<file path="src/rtl/a2pdp11_pkg.sv">
// rtl/a2pdp11_pkg.sv - shared types and constants for the J11-to-Apple II transmit path
package a2pdp11_pkg;

    // Apple II output handshake states
    typedef enum logic [1:0] {
        IDLE    = 2'd0,
        PRESENT = 2'd1,
        RELEASE = 2'd2
    } tx_state_t;

    // XCSR bit positions
    localparam int XCSR_DONE_BIT = 7;
    localparam int XCSR_IE_BIT   = 6;

    // J11 general-purpose bus code for INIT
    localparam logic [7:0] GP_INIT = 8'o014;

endpackage

</file>
<file path="src/rtl/byte_fifo.sv">
// rtl/byte_fifo.sv - byte-wide circular FIFO with occupancy count and synchronous clear
module byte_fifo #(
    parameter int DEPTH = 8
) (
    input  logic                   clk,
    input  logic                   rst_n,
    input  logic                   clear,
    input  logic                   push,
    input  logic                   pop,
    input  logic [7:0]             wr_data,
    output logic [7:0]             rd_data,
    output logic [$clog2(DEPTH):0] count,
    output logic [$clog2(DEPTH):0] count_next
);

    localparam int AW = $clog2(DEPTH);
    localparam int CW = AW + 1;

    logic [7:0]    mem [DEPTH];
    logic [AW-1:0] wr_ptr;
    logic [AW-1:0] rd_ptr;

    assign rd_data = mem[rd_ptr];

    // Occupancy after this cycle; the count, not the pointers, tells full from empty
    always_comb begin
        count_next = count;
        if (clear) begin
            count_next = '0;
        end else if (push && !pop) begin
            count_next = count + CW'(1);
        end else if (pop && !push) begin
            count_next = count - CW'(1);
        end
    end

    // Pointers wrap naturally because DEPTH is a power of two; clear collapses write onto read
    always_ff @(posedge clk or negedge rst_n) begin
        if (!rst_n) begin
            wr_ptr <= '0;
            rd_ptr <= '0;
            count  <= '0;
        end else begin
            count <= count_next;
            if (clear) begin
                wr_ptr <= rd_ptr;
            end else begin
                if (push) begin
                    wr_ptr <= wr_ptr + AW'(1);
                end
                if (pop) begin
                    rd_ptr <= rd_ptr + AW'(1);
                end
            end
        end
    end

    // Storage array, deliberately left without reset
    always_ff @(posedge clk) begin
        if (push && !clear) begin
            mem[wr_ptr] <= wr_data;
        end
    end

endmodule

</file>
<file path="src/rtl/dlart_tx_fifo.sv">
// rtl/dlart_tx_fifo.sv - DLART transmit FIFO, XCSR and Apple II handshake; DLART_XINT_EN enables xirq
module dlart_tx_fifo
    import a2pdp11_pkg::*;
#(
    parameter int DEPTH = 8
) (
    input  logic                   clk,
    input  logic                   rst_n,
    input  logic                   init,
    input  logic                   wr_en,
    input  logic [7:0]             wr_data,
    input  logic                   csr_wr,
    input  logic [7:0]             csr_wdata,
    output logic [7:0]             xcsr_rdata,
    output logic                   xdone,
    output logic                   a2_xstb,
    output logic [7:0]             a2_xbuf,
    input  logic                   a2_xrdy,
    output logic [$clog2(DEPTH):0] fifo_count,
    output logic                   overrun,
    output logic                   xirq
);

    localparam int CW = $clog2(DEPTH) + 1;
    localparam logic [CW-1:0] FULL_COUNT = CW'(DEPTH);

    tx_state_t     state;
    logic          fifo_push;
    logic          fifo_pop;
    logic          load;
    logic          drop;
    logic          fifo_empty;
    logic          fifo_full;
    logic [7:0]    head;
    logic [7:0]    load_data;
    logic [CW-1:0] count_next;
    logic          xdone_next;
    logic          ie;

    assign fifo_empty = (fifo_count == '0);
    assign fifo_full  = (fifo_count == FULL_COUNT);
    assign xdone_next = (count_next != FULL_COUNT);

    byte_fifo #(
        .DEPTH (DEPTH)
    ) u_fifo (
        .clk        (clk),
        .rst_n      (rst_n),
        .clear      (init),
        .push       (fifo_push),
        .pop        (fifo_pop),
        .wr_data    (wr_data),
        .rd_data    (head),
        .count      (fifo_count),
        .count_next (count_next)
    );

    // Decide this cycle's pop, push, drop, and whether an empty idle FIFO bypasses wr_data to the Apple II
    always_comb begin
        fifo_pop  = 1'b0;
        fifo_push = 1'b0;
        load      = 1'b0;
        load_data = head;
        drop      = 1'b0;
        if (!init) begin
            if (state == IDLE) begin
                if (!fifo_empty) begin
                    load     = 1'b1;
                    fifo_pop = 1'b1;
                end else if (wr_en) begin
                    load      = 1'b1;
                    load_data = wr_data;
                end
            end
            if (wr_en && !(load && fifo_empty)) begin
                if (!fifo_full || fifo_pop) begin
                    fifo_push = 1'b1;
                end else begin
                    drop = 1'b1;
                end
            end
        end
    end

    // Apple II handshake: present a byte, wait for acknowledge, wait for its release
    always_ff @(posedge clk or negedge rst_n) begin
        if (!rst_n) begin
            state   <= IDLE;
            a2_xstb <= 1'b0;
            a2_xbuf <= 8'h00;
        end else if (init) begin
            state   <= IDLE;
            a2_xstb <= 1'b0;
        end else begin
            case (state)
                IDLE: begin
                    if (load) begin
                        a2_xbuf <= load_data;
                        a2_xstb <= 1'b1;
                        state   <= PRESENT;
                    end
                end
                PRESENT: begin
                    if (a2_xrdy) begin
                        a2_xstb <= 1'b0;
                        state   <= RELEASE;
                    end
                end
                RELEASE: begin
                    if (!a2_xrdy) begin
                        state <= IDLE;
                    end
                end
                default: begin
                    state   <= IDLE;
                    a2_xstb <= 1'b0;
                end
            endcase
        end
    end

    // Ready flag tracks the post-update count; overrun is sticky until INIT
    always_ff @(posedge clk or negedge rst_n) begin
        if (!rst_n) begin
            xdone   <= 1'b1;
            overrun <= 1'b0;
        end else begin
            xdone <= xdone_next;
            if (init) begin
                overrun <= 1'b0;
            end else if (drop) begin
                overrun <= 1'b1;
            end
        end
    end

`ifdef DLART_XINT_EN
    logic ie_next;
    logic unused_csr;

    assign unused_csr = ^{csr_wdata[7], csr_wdata[5:0]};

    // Interrupt enable as it will stand after this cycle
    always_comb begin
        ie_next = ie;
        if (init) begin
            ie_next = 1'b0;
        end else if (csr_wr) begin
            ie_next = csr_wdata[XCSR_IE_BIT];
        end
    end

    // Interrupt enable and level interrupt, both registered from next-state values
    always_ff @(posedge clk or negedge rst_n) begin
        if (!rst_n) begin
            ie   <= 1'b0;
            xirq <= 1'b0;
        end else begin
            ie   <= ie_next;
            xirq <= ie_next & xdone_next;
        end
    end
`else
    logic unused_csr;

    assign unused_csr = ^{csr_wr, csr_wdata};
    assign ie         = 1'b0;
    assign xirq       = 1'b0;
`endif

    // XCSR read view: done is read-only, IE reflects the enable register
    always_comb begin
        xcsr_rdata                = 8'h00;
        xcsr_rdata[XCSR_DONE_BIT] = xdone;
        xcsr_rdata[XCSR_IE_BIT]   = ie;
    end

endmodule

</file>
<file path="config.mk">
export PLATFORM = sky130hd
export DESIGN_NAME = dlart_tx_fifo
export DESIGN_NICKNAME = d
export VERILOG_FILES = /design/src/rtl/a2pdp11_pkg.sv /design/src/rtl/byte_fifo.sv /design/src/rtl/dlart_tx_fifo.sv
export SDC_FILE = /design/constraint.sdc
export NUM_CORES = 1
export LEC_CHECK = 0
export BUFFER_PORTS_ARGS = -buffer_cell sky130_fd_sc_hd__buf_2
export CAP_MARGIN = 25
export CELL_PAD_IN_SITES_DETAIL_PLACEMENT = 0
export CELL_PAD_IN_SITES_GLOBAL_PLACEMENT = 1
export CORE_MARGIN = 2
export CORE_UTILIZATION = 53
export CTS_CLUSTER_SIZE = 25
export DETAILED_ROUTE_END_ITERATION = 8
export GPL_ROUTABILITY_DRIVEN = 0
export GPL_TIMING_DRIVEN = 0
export MAX_ROUTING_LAYER = met4
export PLACE_DENSITY_LB_ADDON = 0.1
export SLEW_MARGIN = 5
export SYNTH_ARGS = -nofsm -noshare
export SYNTH_HDL_FRONTEND = slang
export SYNTH_HIERARCHICAL = 1
export SYNTH_SLANG_ARGS = --single-unit
</file>
<file path="constraint.sdc">
create_clock -name clk -period 6.1 [get_ports clk]
set_clock_uncertainty 0.15 [all_clocks]
set_input_delay 1.22 -clock clk [delete_from_list [all_inputs] [get_ports clk]]
set_output_delay 1.22 -clock clk [all_outputs]
set_load 0.02 [all_outputs]
</file>
======== Yosys cells after proc, flatten, opt, wreduce, memory -nomap -nowiden ========
Memories as Yosys holds them, arrays and structs flattened.
Cells that the tools add are included.
word-level totals
  flip-flop bits (word level) ............. 23
  memory bits (writable) .................. 64
  input bits .............................. 22
  output and inout port bits .............. 24
  memories ................................ 1
operators by class
  $add $sub $neg .......................... 4
  eq/ne operators ......................... 8
  muxes and demuxes ....................... 35
  bitwise operators ....................... 1
  reduce and logical (&&, ||, !) cells .... 19
memory list
  memory      words  width  read ports  clocked after Yosys merged registers in  write ports  line             text
  u_fifo.mem  8      8      1           0                                        1            byte_fifo.sv:19  logic [7:0] mem [DEPTH];
operators by type and width
  kind                 count
  $mux 1               22
  $mux 8               2
  $mux 4               3
  $ne 3x3->1 const B   3
  $reduce_and 3->1     3
  $mux 2               4
  $add 3x1->3 const B  2
  $mux 3               2
  $pmux 2 s3           1
  $logic_and 1x1->1    5
  $logic_not 1->1      5
  $add 4x1->4 const B  1
  $eq 4x4->1 const B   1
  $logic_not 4->1      1
  $ne 4x4->1 const B   1
  $reduce_bool 2->1    2
  $sub 4x1->4 const B  1
  $pmux 1 s3           1
  $eq 2x1->1 const B   1
  $eq 2x2->1 const B   1
  $logic_not 2->1      1
  $ne 2x2->1 const B   1
  $reduce_and 2->1     1
  $logic_or 1x1->1     1
  $not 1->1            1

======== Logic depth before layout (Yosys ltp) ========
Gate-level depths: netlist of run 1.
  word-level depth ........................ 15
  gate-level depth with buffers ........... 8

======== Hierarchy ========
The synthesis of run 1 kept the hierarchy.
modules (own cells, without submodules)
  module         instances  cells an instance  area an instance (µm²)  seq. area each (µm²)
  byte_fifo      1          159                3,099.2                 2,172.1
  dlart_tx_fifo  1          71                 762.0                   326.6

======== Least setup slack after synthesis of run 1 ========
OpenSTA, ideal clock, no wires.
  kind .................................... input to register
  start point ............................. input port init
  end point ............................... register xdone
  arrival ................................. 3.199 ns
  data required time ...................... 5.850 ns
  setup slack ............................. 2.651 ns
  stages on the path ...................... 8
  buffers on the path ..................... 2
  path through ............................ or3_1 -> buf_2 -> nor2_1 -> clkbuf_1 -> nor4b_1 -> mux2i_1 -> mux2_2 -> or4b_2
on the way
  elaborated cells between the ends (all ways) .. 10
  classes of those cells .................. eq/ne: 1; mux: 5; reduce/logical: 4
RTL lines
  element                                               line                              text
  start: declaration                                    dlart_tx_fifo.sv:9                input logic init,
  $mux 1 *                                              dlart_tx_fifo.sv:65               if (!init) begin
  via fifo_pop                                          dlart_tx_fifo.sv:29               logic fifo_pop;
  $logic_and 1x1->1 or $logic_not 1->1 (tied branches)  byte_fifo.sv:32, byte_fifo.sv:30
  $mux 4 or $logic_and 1x1->1 (tied branches)           byte_fifo.sv:32, byte_fifo.sv:30
  $mux 4 *                                              byte_fifo.sv:30                   end else if (push && !pop) begin
  $mux 4 *                                              byte_fifo.sv:28                   if (clear) begin
  via count_next[3]                                     dlart_tx_fifo.sv:36               logic [CW-1:0] count_next;
  $ne 4x4->1 *                                          dlart_tx_fifo.sv:42               assign xdone_next = (count_next != FULL_COUNT);
  via xdone_next                                        dlart_tx_fifo.sv:37               logic xdone_next;
  end signal: assignment                                dlart_tx_fifo.sv:128              xdone <= xdone_next;
  end: declaration                                      dlart_tx_fifo.sv:15               output logic xdone,
The timed path passes the listed nets; every way through them passes the cells marked *.
A chain may end at the register's enable or synchronous reset.

======== Worst setup path in the final report of run 1 ========
Same ends and word-level chain as after synthesis.

==> out/metrics.json, run 1 <==
{
  "grt": {
    "met1_usage_pct": 28.2,
    "grt_pass1_vias": 1989,
    "gr-max-usage-layer": "met1",
    "globalRoute.totalOverflow": 0,
    "maximum_number_of_pins_on_one_net_before_global_route_repair": 24,
    "grt.met3_usage_pct": 3.60,
    "global_route.usage.met2_pct": 27.9,
    "initial_antenna_violation_count": 0,
    "global_route_wire_length_before_repair_um": 10800,
    "track_usage_pct": 19.5
  },
  "synthesis": {
    "synth_largest_area_cell": "sky130_fd_sc_hd__edfxtp_1",
    "avgSynthCellArea_um2": 16.8,
    "post-synth-top-area-fraction_pct": 49.8,
    "post_synthesis_cell_count": 230,
    "synth.yosys.seq_area_share_pct": 64.7,
    "synth.ff_latch_count": 87,
    "number_of_enable_flip_flop_cells_after_synthesis": 64,
    "syn-cell-area_um2": 3860,
    "synth.lib_cells_used.distinct": 41,
    "synth_top_cells_by_area": "sky130_fd_sc_hd__edfxtp_1 50%, sky130_fd_sc_hd__dfrtp_1 14%, sky130_fd_sc_hd__mux4_1 5.4%",
    "asyncSetResetFlopFracSynth_pct": 26.4,
    "ys_dominant_reg_cell": "sky130_fd_sc_hd__edfxtp_1",
    "yosysWarningCount": 6
  },
  "timing": {
    "final.setup.worst_slack_ns": 2.58,
    "layout_worst_path_cycle_share_pct": 57.6,
    "final.min_clock_period_ns": 3.52,
    "worst_slew_pin_slew_ns": 0.829,
    "timing.fmax_mhz": 284,
    "drv_slew": 0,
    "finalSetupViolCount": 0,
    "fin_tns_setup_ns": 0,
    "rsz0062_at_grt": "no",
    "final_hold_viol_count": 0,
    "slew_headroom_pct": 44.7
  },
  "clock_tree": {
    "cts_tree": "done",
    "htree_levels": 3,
    "cts-resized-gates": 0,
    "cts_made_buffers": 9,
    "numClockSinks": 87,
    "max-clock-path-buffers": 2,
    "cts_setup_buffers": 0,
    "clock_insertion_delay_worst_skew_ns": 0.35,
    "hold_buffers": 0,
    "clkSlewWorstSetupHoldPaths_ns": 0.09,
    "cts_root_buffer": "sky130_fd_sc_hd__clkbuf_8"
  },
  "floorplan": {
    "fp.dieW_um": 89.4,
    "die_height_um": 89.4,
    "fp.dieArea_um2": 7980,
    "fp.coreArea_um2": 7140,
    "num_io_pins": 46,
    "starting_density_of_the_core_pct": 54.1,
    "rows": 31
  },
  "detailed_routing": {
    "iteration_count_of_the_initial_detailed_routing_pass": 4,
    "detail_route.iter0.violations": 143,
    "wl_cell_um": 17.9,
    "drt_wl_total_um": 6820,
    "vias_per_cell": 5.26,
    "num_vias": 2008,
    "antenna_violating_nets_post_route": 0,
    "post-route-drc-count": 0
  },
  "place": {
    "port-buffer-count": 28,
    "dpl_worst_slack_ns": 2.18,
    "post-place-cells": 366,
    "detailedPlacementHpwl_um": 4770
  },
  "pwr": {
    "power_leakage_nw": 1.67,
    "power.ir.vdd_worst_v": 0.000232,
    "cellPowerDensity_nw_per_um2": 440,
    "power_total_mw": 1.92
  },
  "final_layout": {
    "finish.cell_count_without_fillers": 382,
    "area_delta_synth_final_pct": 13.0,
    "antenna_cells": 0,
    "finish.net_count": 304,
    "fraction_of_final_layout_cells_sized_beyond_drive_strength_1_pct": 29.7
  },
  "worst_setup_path": {
    "worst_setup_path_start_kind": "input port",
    "critical_path_arrival_ns": 3.63,
    "crit_path_max_fanout": 11,
    "data_required_time_of_the_worst_path_ns": 6.21,
    "cp-end-kind": "register",
    "timing.setup.critical_path_class": "input port to register"
  },
  "hold_path": {
    "hold_path_class": "register to register"
  },
  "status": {
    "run_status": "complete, no violations"
  },
  "job": {
    "drv_cap": 0
  }
}
## per-stage QoR
stage               utilization, %  hold slack (ns)  area, um2
floorplan                        -            0.339       3890
global placement              58.2            0.319       4150
detailed placement            58.3            0.325       4160
CTS                           61.1            0.350       4360
global route                  61.1            0.362       4360
finish                        61.1            0.345       4360
## logic make-up (layout without fill, tap and decap cells)
kind of cell / after synthesis / in the layout / share of synthesized area (%)
other: 1 / 8 / 0.0971
AND/OR/NAND/NOR: 50 / 50 / 7.55
XOR/XNOR: 8 / 8 / 1.81
buffers and inverters: 24 / 70 / 3.99
flip-flops: 87 / 87 / 64.7
adder cells (fa/ha/maj): 4 / 4 / 1.30
AO/OA/AOI/OAI: 19 / 19 / 3.89
multiplexers: 37 / 37 / 16.7
## where the power goes
part | internal (mW) | leakage, nW | total, mW | switching (mW)
Combinational | 0.370 | 0.705 | 0.729 | 0.359
Sequential | 0.715 | 0.867 | 0.783 | 0.0680
Clock | 0.194 | 0.101 | 0.408 | 0.214
## critical path, cell delays in order
cell and delay [ns]:
sky130_fd_sc_hd__buf_2 0.17, sky130_fd_sc_hd__or3_1 0.37, sky130_fd_sc_hd__buf_2 0.18, sky130_fd_sc_hd__nor2_1 0.10
sky130_fd_sc_hd__clkbuf_1 0.32, sky130_fd_sc_hd__nor4b_1 0.29, sky130_fd_sc_hd__mux2i_1 0.13, sky130_fd_sc_hd__mux2_2 0.25
sky130_fd_sc_hd__or4b_2 0.59
## final cells by class
cell class | instances | area (um2)
Fill cell | 581 | 2770
Timing Repair Buffer | 30 | 150
Sequential cell | 87 | 2500
Inverter | 4 | 15.0
Tap cell | 99 | 124
Multi-Input combinational cell | 126 | 1230
Clock inverter | 7 | 77.6
Buffer | 20 | 139
Clock buffer | 9 | 124
## sequential cells by signal, indices dropped and copies added (netlist names), 2 cells and up
| signal | flops |
|---|---|
| u_fifo/count | 4 |
| u_fifo/rd_ptr | 3 |
| a2_xbuf | 8 |
| u_fifo/mem | 64 |
| state | 2 |
| u_fifo/wr_ptr | 3 |
## cells in the final DEF, fill, tap and decap left out, drive strengths merged, types with 2 or more instances in the layout
| cell type | netlist | final |
|---|---|---|
| inv | 4 | 8 |
| nor2 | 10 | 10 |
| o2bb2ai | 8 | 8 |
| nor3b | 2 | 2 |
| and2 | 8 | 8 |
| edfxtp | 64 | 64 |
| clkbuf | 4 | 13 |
| nand2 | 7 | 7 |
| a21oi | 2 | 2 |
| conb | 1 | 8 |
| mux2i | 11 | 11 |
| o21ai | 5 | 5 |
| mux4 | 16 | 16 |
| or3 | 2 | 2 |
| and3b | 2 | 2 |
| ha | 4 | 4 |
| nand2b | 4 | 4 |
| nor3 | 5 | 5 |
| xnor2 | 5 | 5 |
| buf | 16 | 46 |
| nor2b | 2 | 2 |
| xor2 | 3 | 3 |
| nand3b | 2 | 2 |
| dfrtp | 22 | 22 |
| mux2 | 10 | 10 |
## cell usage after synthesis (7+ instances only)
cell	count
sky130_fd_sc_hd__mux2_4	8
sky130_fd_sc_hd__nor2_1	10
sky130_fd_sc_hd__mux4_1	8
sky130_fd_sc_hd__edfxtp_1	64
sky130_fd_sc_hd__mux2i_1	11
sky130_fd_sc_hd__nand2_1	7
sky130_fd_sc_hd__buf_4	9
sky130_fd_sc_hd__dfrtp_1	22
sky130_fd_sc_hd__and2_1	8
sky130_fd_sc_hd__mux4_2	8
sky130_fd_sc_hd__o2bb2ai_1	8
## path summary, 6_finish.rpt
kind                       startpoint  cells past startpoint               to  slack, ns
setup / recovery                 init                      9            xdone       2.58
hold / removal             a2_xbuf[5]                      1       a2_xbuf[5]       0.35
setup reg to reg             state[1]                      8            xdone       3.22
hold reg to reg            a2_xbuf[5]                      1       a2_xbuf[5]       0.35
max in group asynchronous       rst_n                      1            xdone       4.76
min in group asynchronous       rst_n                      1  u_fifo/count[2]       0.68
## metal layers
metal,share of wire [%],vias to the layer above
met2,45,49
met4,1.0,0
li1,-,965
met5,0,-
met3,4.2,5
met1,49,989
Power figures use the tool's default switching activity.
==> run 2: changes to the inputs <==
CORE_UTILIZATION = 44   (was 53)
clock period = 3.2 ns   (was 6.1 ns; I/O delays follow)
==> run 2 against run 1 <==
Net effect:
- critical path depth decreased by 2
- core utilization decreased by 10 points
- clock-buffer cell count stayed put
- global-route usage is 2.8 points lower
- hold slack got worse by 0.24 ns
- sequential cell count unchanged
- final cell count grew 2.4%
- sequential share of layout area shrank 0.44 points
- cell area is 0.77% higher
- sequential power rose by 92%
- combinational power increased by 91%
- worst setup slack got worse by 2.3 ns
==> out/metrics.json, run 2 (synthesized netlist as in run 1, its figures left out) <==
{
  "final_layout": {
    "n_fill_cell": {"value": 732, "change": "+26%"},
    "top_register": "u_fifo/mem",
    "fraction_of_final_layout_cells_sized_beyond_drive_strength_1": {"value": 29.7, "unit": "%", "change": "unchanged"},
    "most-common-layout-cells": "64 x sky130_fd_sc_hd__edfxtp_1, 35 x sky130_fd_sc_hd__buf_2, 22 x sky130_fd_sc_hd__dfrtp_1",
    "final_common_cell": "sky130_fd_sc_hd__edfxtp_1",
    "area_delta_synth_final_pct": 13.9,
    "flip_flop_count_of_the_largest_register_after_layout": {"value": 64, "change": "unchanged"},
    "top_flop_regs": "u_fifo/mem (64), a2_xbuf (8), u_fifo/count (4)",
    "antenna_cells": {"value": 0, "change": "unchanged"},
    "finish.net_count": {"value": 304, "change": "unchanged"}
  },
  "worst_setup_path": {
    "timing.reg2reg.setup_slack": {"value": 0.26, "unit": "ns", "change": "-2.96 ns"},
    "timing.rr.end": "u_fifo/mem[1][5]",
    "critical_path.reg2reg.startpoint": "state[1]",
    "crit_path_end": "u_fifo/mem[1][5]",
    "critical_path.startpoint": "state[1]",
    "critical_path_arrival": {"value": 2.77, "unit": "ns", "change": "-0.86 ns"},
    "crit_path_cell_trace": "nor2_1, xor2_1, a21oi_1, buf_2, inv_1, or3_1, nor2_1",
    "worst_path_largest_cell_delay": {"value": 0.73, "unit": "ns", "change": "+0.14 ns"},
    "crit_path_max_fanout": {"value": 10, "change": "-1"},
    "cp-end-kind": "register",
    "data_required_time_of_the_worst_path": {"value": 3.02, "unit": "ns", "change": "-3.19 ns"},
    "worst_setup_path_start_kind": "register",
    "path_common_cell": "sky130_fd_sc_hd__nor2_1",
    "timing.setup.critical_path_class": "register to register",
    "timing.critical_path.slowest_stage_cell": "sky130_fd_sc_hd__nor2_1",
    "logic_depth_of_the_worst_register_to_register_path": {"value": 7, "change": "-1"}
  },
  "timing": {
    "final.min_clock_period_ns": 2.94,
    "fin_hold_ws": {"value": 0.104, "unit": "ns", "change": "-0.241 ns"},
    "finalSetupViolCount": {"value": 0, "change": "unchanged"},
    "layout_worst_path_cycle_share_pct": 92.0,
    "drv_slew": {"value": 0, "change": "unchanged"},
    "timing.fmax_mhz": 340,
    "final_hold_viol_count": {"value": 0, "change": "unchanged"},
    "worst_slew_pin_slew": {"value": 0.905, "unit": "ns", "change": "+0.0757 ns"},
    "slew_headroom": {"value": 39.5, "unit": "%", "change": "-5.3 points"},
    "final.setup.worst_slack": {"value": 0.255, "unit": "ns", "change": "-2.33 ns"},
    "rsz0062_at_grt": "no"
  },
  "floorplan": {
    "starting_density_of_the_core": {"value": 44.9, "unit": "%", "change": "-9.2 points"},
    "fp.dieArea": {"value": 9540, "unit": "um2", "change": "+19%"},
    "die_height": {"value": 97.7, "unit": "um", "change": "+9.3%"},
    "fp.coreArea": {"value": 8590, "unit": "um2", "change": "+20%"},
    "num_io_pins": {"value": 46, "change": "unchanged"},
    "rows": {"value": 34, "change": "+9.7%"},
    "fp.dieW": {"value": 97.7, "unit": "um", "change": "+9.3%"}
  },
  "detailed_routing": {
    "antenna_violating_nets_post_route": {"value": 0, "change": "unchanged"},
    "post-route-drc-count": {"value": 0, "change": "unchanged"},
    "num_vias": {"value": 2048, "change": "+2.0%"},
    "drt_wl_total": {"value": 7080, "unit": "um", "change": "+3.8%"},
    "vias_per_cell": {"value": 5.24, "change": "-0.36%"},
    "wl_cell": {"value": 18.1, "unit": "um", "change": "+1.4%"},
    "detail_route.iter0.violations": {"value": 86, "change": "-40%"},
    "iteration_count_of_the_initial_detailed_routing_pass": {"value": 4, "change": "unchanged"}
  },
  "grt": {
    "initial_antenna_violation_count": {"value": 0, "change": "unchanged"},
    "grt_pass1_vias": {"value": 2123, "change": "+6.7%"},
    "track_usage": {"value": 16.7, "unit": "%", "change": "-2.8 points"},
    "globalRoute.totalOverflow": {"value": 0, "change": "unchanged"},
    "maximum_number_of_pins_on_one_net_before_global_route_repair": {"value": 24, "change": "unchanged"},
    "global_route_wire_length_before_repair": {"value": 11600, "unit": "um", "change": "+7.5%"}
  },
  "clock_tree": {
    "max-clock-path-buffers": {"value": 2, "change": "unchanged"},
    "htree_levels": {"value": 3, "change": "unchanged"},
    "numClockSinks": {"value": 87, "change": "unchanged"},
    "cts_root_buffer": "sky130_fd_sc_hd__clkbuf_8",
    "cts_setup_buffers": {"value": 0, "change": "unchanged"},
    "cts_tree": "done",
    "cts-resized-gates": {"value": 0, "change": "unchanged"},
    "clock_insertion_delay_worst_skew": {"value": 0.35, "unit": "ns", "change": "about the same"},
    "hold_buffers": {"value": 0, "change": "unchanged"},
    "clkSlewWorstSetupHoldPaths": {"value": 0.09, "unit": "ns", "change": "about the same"},
    "cts_made_buffers": {"value": 9, "change": "unchanged"}
  },
  "job": {
    "drv_cap": {"value": 0, "change": "unchanged"}
  },
  "pwr": {
    "power_total": {"value": 3.74, "unit": "mW", "change": "+95%"},
    "cellPowerDensity": {"value": 851, "unit": "nW/um2", "change": "+93%"},
    "power_leakage": {"value": 1.69, "unit": "nW", "change": "+0.84%"},
    "power.ir.vdd_worst": {"value": 0.000306, "unit": "V", "change": "+32%"}
  },
  "hold_path": {
    "hold_path_class": "input port to async pin"
  },
  "status": {
    "run_status": "complete, no violations"
  },
  "place": {
    "dpl_worst_slack": {"value": -0.127, "unit": "ns", "change": "-2.30 ns"},
    "detailedPlacementHpwl": {"value": 4840, "unit": "um", "change": "+1.6%"},
    "port-buffer-count": {"value": 28, "change": "unchanged"}
  }
}
-- run 2: changes by cell type in the layout (fill, tap and decap cells not counted), sizes merged --
cell	before	now
clkinvlp	1	0
bufinv	1	2
-- run 2: per-stage QoR --
stage                     instances  setup TNS (ns)  util (%)  instance area, um2
final                           391               0      51.2                4400
after global routing            391               0      51.2                4400
after floorplan                 237               0         -                3890
after CTS                       391               0      51.2                4400
after global placement          373           -4.95      48.4                4160
after detailed placement        375           -2.74      48.6                4170
-- run 2: worst max-delay path, delay by kind of cell (launching register included) --
kind	cells	cell delay [ns]
buffers and inverters	2	0.35
xor gates and xnor gates	1	0.09
DFF	1	0.44
and+or+nand+nor	3	1.39
AOI/OAI and AO/OA	1	0.15
-- run 2: worst min path at each step --
stage                          start                to  slack, ns  depth (start not counted)
after floorplan                rst_n        a2_xbuf[0]       0.19                          0
after global placement    a2_xbuf[3]        a2_xbuf[3]       0.33                          1
after detailed placement  a2_xbuf[5]        a2_xbuf[5]       0.32                          1
after CTS                      rst_n  u_fifo/wr_ptr[2]       0.11                          1
after global routing           rst_n        a2_xbuf[7]       0.13                          1
final                          rst_n   u_fifo/count[0]       0.10                          1
-- run 2: cell type report --
| type | instances | area (um2) | area share, % |
|---|---|---|---|
| clock buffers | 9 | 124 | 2.82 |
| multi-input cells | 126 | 1230 | 28.1 |
| plain buffers | 20 | 139 | 3.16 |
| well taps | 108 | 135 | 3.07 |
| flip-flops and latches | 87 | 2500 | 56.8 |
| inverters | 4 | 15.0 | 0.341 |
| clock inverters | 7 | 100 | 2.28 |
| repair buffers | 30 | 150 | 3.41 |
-- run 2: layer usage --
layer | global-route usage, % | up-vias | wire, um
met2 | 25.0 | 46 | 3240
li1 | - | 969 | -
met3 | 2.88 | 8 | 236
met1 | 22.9 | 1025 | 3530
met5 | - | - | 0
met4 | 6.73 | 0 | 66
-- run 2: where the power goes --
part	total (mW)	switching (mW)	internal [mW]
clock network	0.855	0.405	0.450
registers	1.50	0.132	1.36
logic	1.39	0.687	0.704
==> run 3: changes to the inputs <==
CORE_UTILIZATION = 46   (was 44)
CTS_BUF_LIST = sky130_fd_sc_hd__clkbuf_4 sky130_fd_sc_hd__clkbuf_8   (was not set)
==> run 3 against run 2 <==
Net effect:
- cell area fell by 0.40%
- clock-buffer cell count did not move
- highest routed layer unchanged
- non-clock buffer count did not move
==> out/metrics.json, run 3 (synthesized netlist as in run 1, its figures left out) <==
{
  "detailed_routing": {
    "detail_route.iter0.violations": {"value": 93, "change": "+8.1%"},
    "iteration_count_of_the_initial_detailed_routing_pass": {"value": 4, "change": "unchanged"},
    "drt_wl_total": {"value": 7000, "unit": "um", "change": "-1.0%"},
    "wl_cell": {"value": 18.1, "unit": "um", "change": "-0.27%"},
    "post-route-drc-count": {"value": 0, "change": "unchanged"},
    "antenna_violating_nets_post_route": {"value": 0, "change": "unchanged"},
    "num_vias": {"value": 2046, "change": "-0.098%"},
    "vias_per_cell": {"value": 5.27, "change": "+0.67%"}
  },
  "final_layout": {
    "area_delta_synth_final_pct": 13.4,
    "final_common_cell": "sky130_fd_sc_hd__edfxtp_1",
    "most-common-layout-cells": "64 x sky130_fd_sc_hd__edfxtp_1, 35 x sky130_fd_sc_hd__buf_2, 22 x sky130_fd_sc_hd__dfrtp_1",
    "flip_flop_count_of_the_largest_register_after_layout": {"value": 64, "change": "unchanged"},
    "top_register": "u_fifo/mem",
    "antenna_cells": {"value": 0, "change": "unchanged"},
    "finish.cell_count_without_fillers": {"value": 388, "change": "-0.77%"},
    "postLayoutCellArea": {"value": 4380, "unit": "um2", "change": "-0.40%"},
    "finish.net_count": {"value": 304, "change": "unchanged"},
    "fraction_of_final_layout_cells_sized_beyond_drive_strength_1": {"value": 29.7, "unit": "%", "change": "unchanged"},
    "top_flop_regs": "u_fifo/mem (64), a2_xbuf (8), u_fifo/count (4)"
  },
  "worst_setup_path": {
    "worst_setup_path_start_kind": "input port",
    "crit_path_max_fanout": {"value": 11, "change": "+1"},
    "timing.critical_path.slowest_stage_cell": "sky130_fd_sc_hd__or4b_2",
    "path_common_cell": "sky130_fd_sc_hd__buf_2",
    "timing.setup.critical_path_class": "input port to register",
    "crit_path_cell_trace": "buf_2, or3_1, buf_2, nor2_1, clkbuf_1, nor4b_1, mux2i_1, mux2_2, or4b_2",
    "worst_path_largest_cell_delay": {"value": 0.58, "unit": "ns", "change": "-0.15 ns"},
    "data_required_time_of_the_worst_path": {"value": 3.32, "unit": "ns", "change": "+0.30 ns"},
    "critical_path_arrival": {"value": 3.03, "unit": "ns", "change": "+0.26 ns"},
    "cp-end-kind": "register"
  },
  "clock_tree": {
    "clkSlewWorstSetupHoldPaths": {"value": 0.10, "unit": "ns", "change": "about the same"},
    "cts-resized-gates": {"value": 0, "change": "unchanged"},
    "htree_levels": {"value": 3, "change": "unchanged"},
    "clock_insertion_delay_worst_skew": {"value": 0.35, "unit": "ns", "change": "about the same"},
    "cts_tree": "done",
    "hold_buffers": {"value": 0, "change": "unchanged"},
    "numClockSinks": {"value": 87, "change": "unchanged"},
    "cts_root_buffer": "sky130_fd_sc_hd__clkbuf_8",
    "cts_setup_buffers": {"value": 0, "change": "unchanged"},
    "cts_made_buffers": {"value": 9, "change": "unchanged"},
    "max-clock-path-buffers": {"value": 2, "change": "unchanged"}
  },
  "hold_path": {
    "hold_path_class": "input port to async pin"
  },
  "floorplan": {
    "fp.dieArea": {"value": 9140, "unit": "um2", "change": "-4.2%"},
    "starting_density_of_the_core": {"value": 47.2, "unit": "%", "change": "+2.3 points"},
    "fp.coreArea": {"value": 8180, "unit": "um2", "change": "-4.9%"},
    "rows": {"value": 33, "change": "-2.9%"},
    "die_height": {"value": 95.6, "unit": "um", "change": "-2.1%"},
    "num_io_pins": {"value": 46, "change": "unchanged"},
    "fp.dieW": {"value": 95.6, "unit": "um", "change": "-2.1%"}
  },
  "grt": {
    "track_usage": {"value": 17.3, "unit": "%", "change": "+0.65 points"},
    "globalRoute.totalOverflow": {"value": 0, "change": "unchanged"},
    "initial_antenna_violation_count": {"value": 0, "change": "unchanged"},
    "maximum_number_of_pins_on_one_net_before_global_route_repair": {"value": 24, "change": "unchanged"},
    "global_route_wire_length_before_repair": {"value": 10900, "unit": "um", "change": "-5.9%"},
    "grt_pass1_vias": {"value": 2016, "change": "-5.0%"}
  },
  "timing": {
    "timing.fmax": {"value": 343, "unit": "MHz", "change": "+1.1%"},
    "final.setup.worst_slack": {"value": 0.287, "unit": "ns", "change": "+0.0316 ns"},
    "layout_worst_path_cycle_share": {"value": 91.0, "unit": "%", "change": "-0.99 points"},
    "finalSetupViolCount": {"value": 0, "change": "unchanged"},
    "rsz0062_at_grt": "no",
    "worst_slew_pin_slew": {"value": 0.834, "unit": "ns", "change": "-0.0704 ns"},
    "final_hold_viol_count": {"value": 0, "change": "unchanged"},
    "fin_hold_ws": {"value": 0.0955, "unit": "ns", "change": "-0.00895 ns"},
    "drv_slew": {"value": 0, "change": "unchanged"},
    "final.min_clock_period": {"value": 2.91, "unit": "ns", "change": "-0.0316 ns"},
    "fin_tns_setup": {"value": 0, "unit": "ns", "change": "unchanged"},
    "slew_headroom": {"value": 44.2, "unit": "%", "change": "+4.7 points"}
  },
  "place": {
    "dpl_worst_slack": {"value": -0.0574, "unit": "ns", "change": "+0.0694 ns"},
    "post-place-cells": {"value": 372, "change": "-0.80%"},
    "port-buffer-count": {"value": 28, "change": "unchanged"},
    "detailedPlacementHpwl": {"value": 4740, "unit": "um", "change": "-2.2%"},
    "postPlaceCellArea": {"value": 4170, "unit": "um2", "change": "about the same"}
  },
  "status": {
    "run_status": "complete, no violations"
  },
  "pwr": {
    "cellPowerDensity": {"value": 842, "unit": "nW/um2", "change": "-1.0%"},
    "power.ir.vdd_worst": {"value": 0.000322, "unit": "V", "change": "+5.2%"},
    "power_leakage": {"value": 1.68, "unit": "nW", "change": "-0.61%"}
  },
  "job": {
    "drv_cap": {"value": 0, "change": "unchanged"}
  }
}
-- run 3: where the power goes --
| group | switching (mW) | internal, mW | total (mW) |
|---|---|---|---|
| Sequential | 0.133 | 1.36 | 1.50 |
| Combinational | 0.680 | 0.704 | 1.38 |
| Clock | 0.428 | 0.380 | 0.809 |
| Total | 1.24 | 2.45 | 3.69 |
-- run 3: routing by layer --
layer,GRT usage (%),up-vias,wire length [um]
met3,4.27,7,308
met5,-,-,0
met2,26.6,53,3240
met1,23.0,1019,3380
met4,5.36,0,74
li1,-,967,-
-- run 3: per-stage QoR --
stage,util (%),power [mW]
after detailed placement,51.0,2.92
after floorplan,-,2.59
after CTS,53.6,3.74
after global placement,50.9,2.91
after global routing,53.6,3.92
final,53.6,3.69
-- run 3: layout make-up --
type	count	area (um2)
fillers	680	3800
flip-flops and latches	87	2500
multi-input cells	126	1230
repair buffers	30	150
plain buffers	20	139
well taps	105	131
clock buffers	9	124
clock inverters	7	86.3
inverters	4	15.0
-- run 3: final timing paths --
kind | startpoint | slack [ns] | end | cells after the start
worst max-delay path | init | 0.29 | xdone | 9
worst min-delay path | rst_n | 0.1 | a2_xstb | 1
worst max register to register | state[0] | 0.30 | u_fifo/mem[4][1] | 7
worst min register to register | a2_xbuf[5] | 0.35 | a2_xbuf[5] | 1
max in group asynchronous | rst_n | 2.45 | xdone | 1
min in group clk | a2_xbuf[5] | 0.35 | a2_xbuf[5] | 1
-- run 3: worst max-delay path, delay by kind of cell --
kind                   cells  cell delay [ns]
muxes                      2             0.37
and+or+nand+nor            4             1.32
buffers and inverters      3             0.69
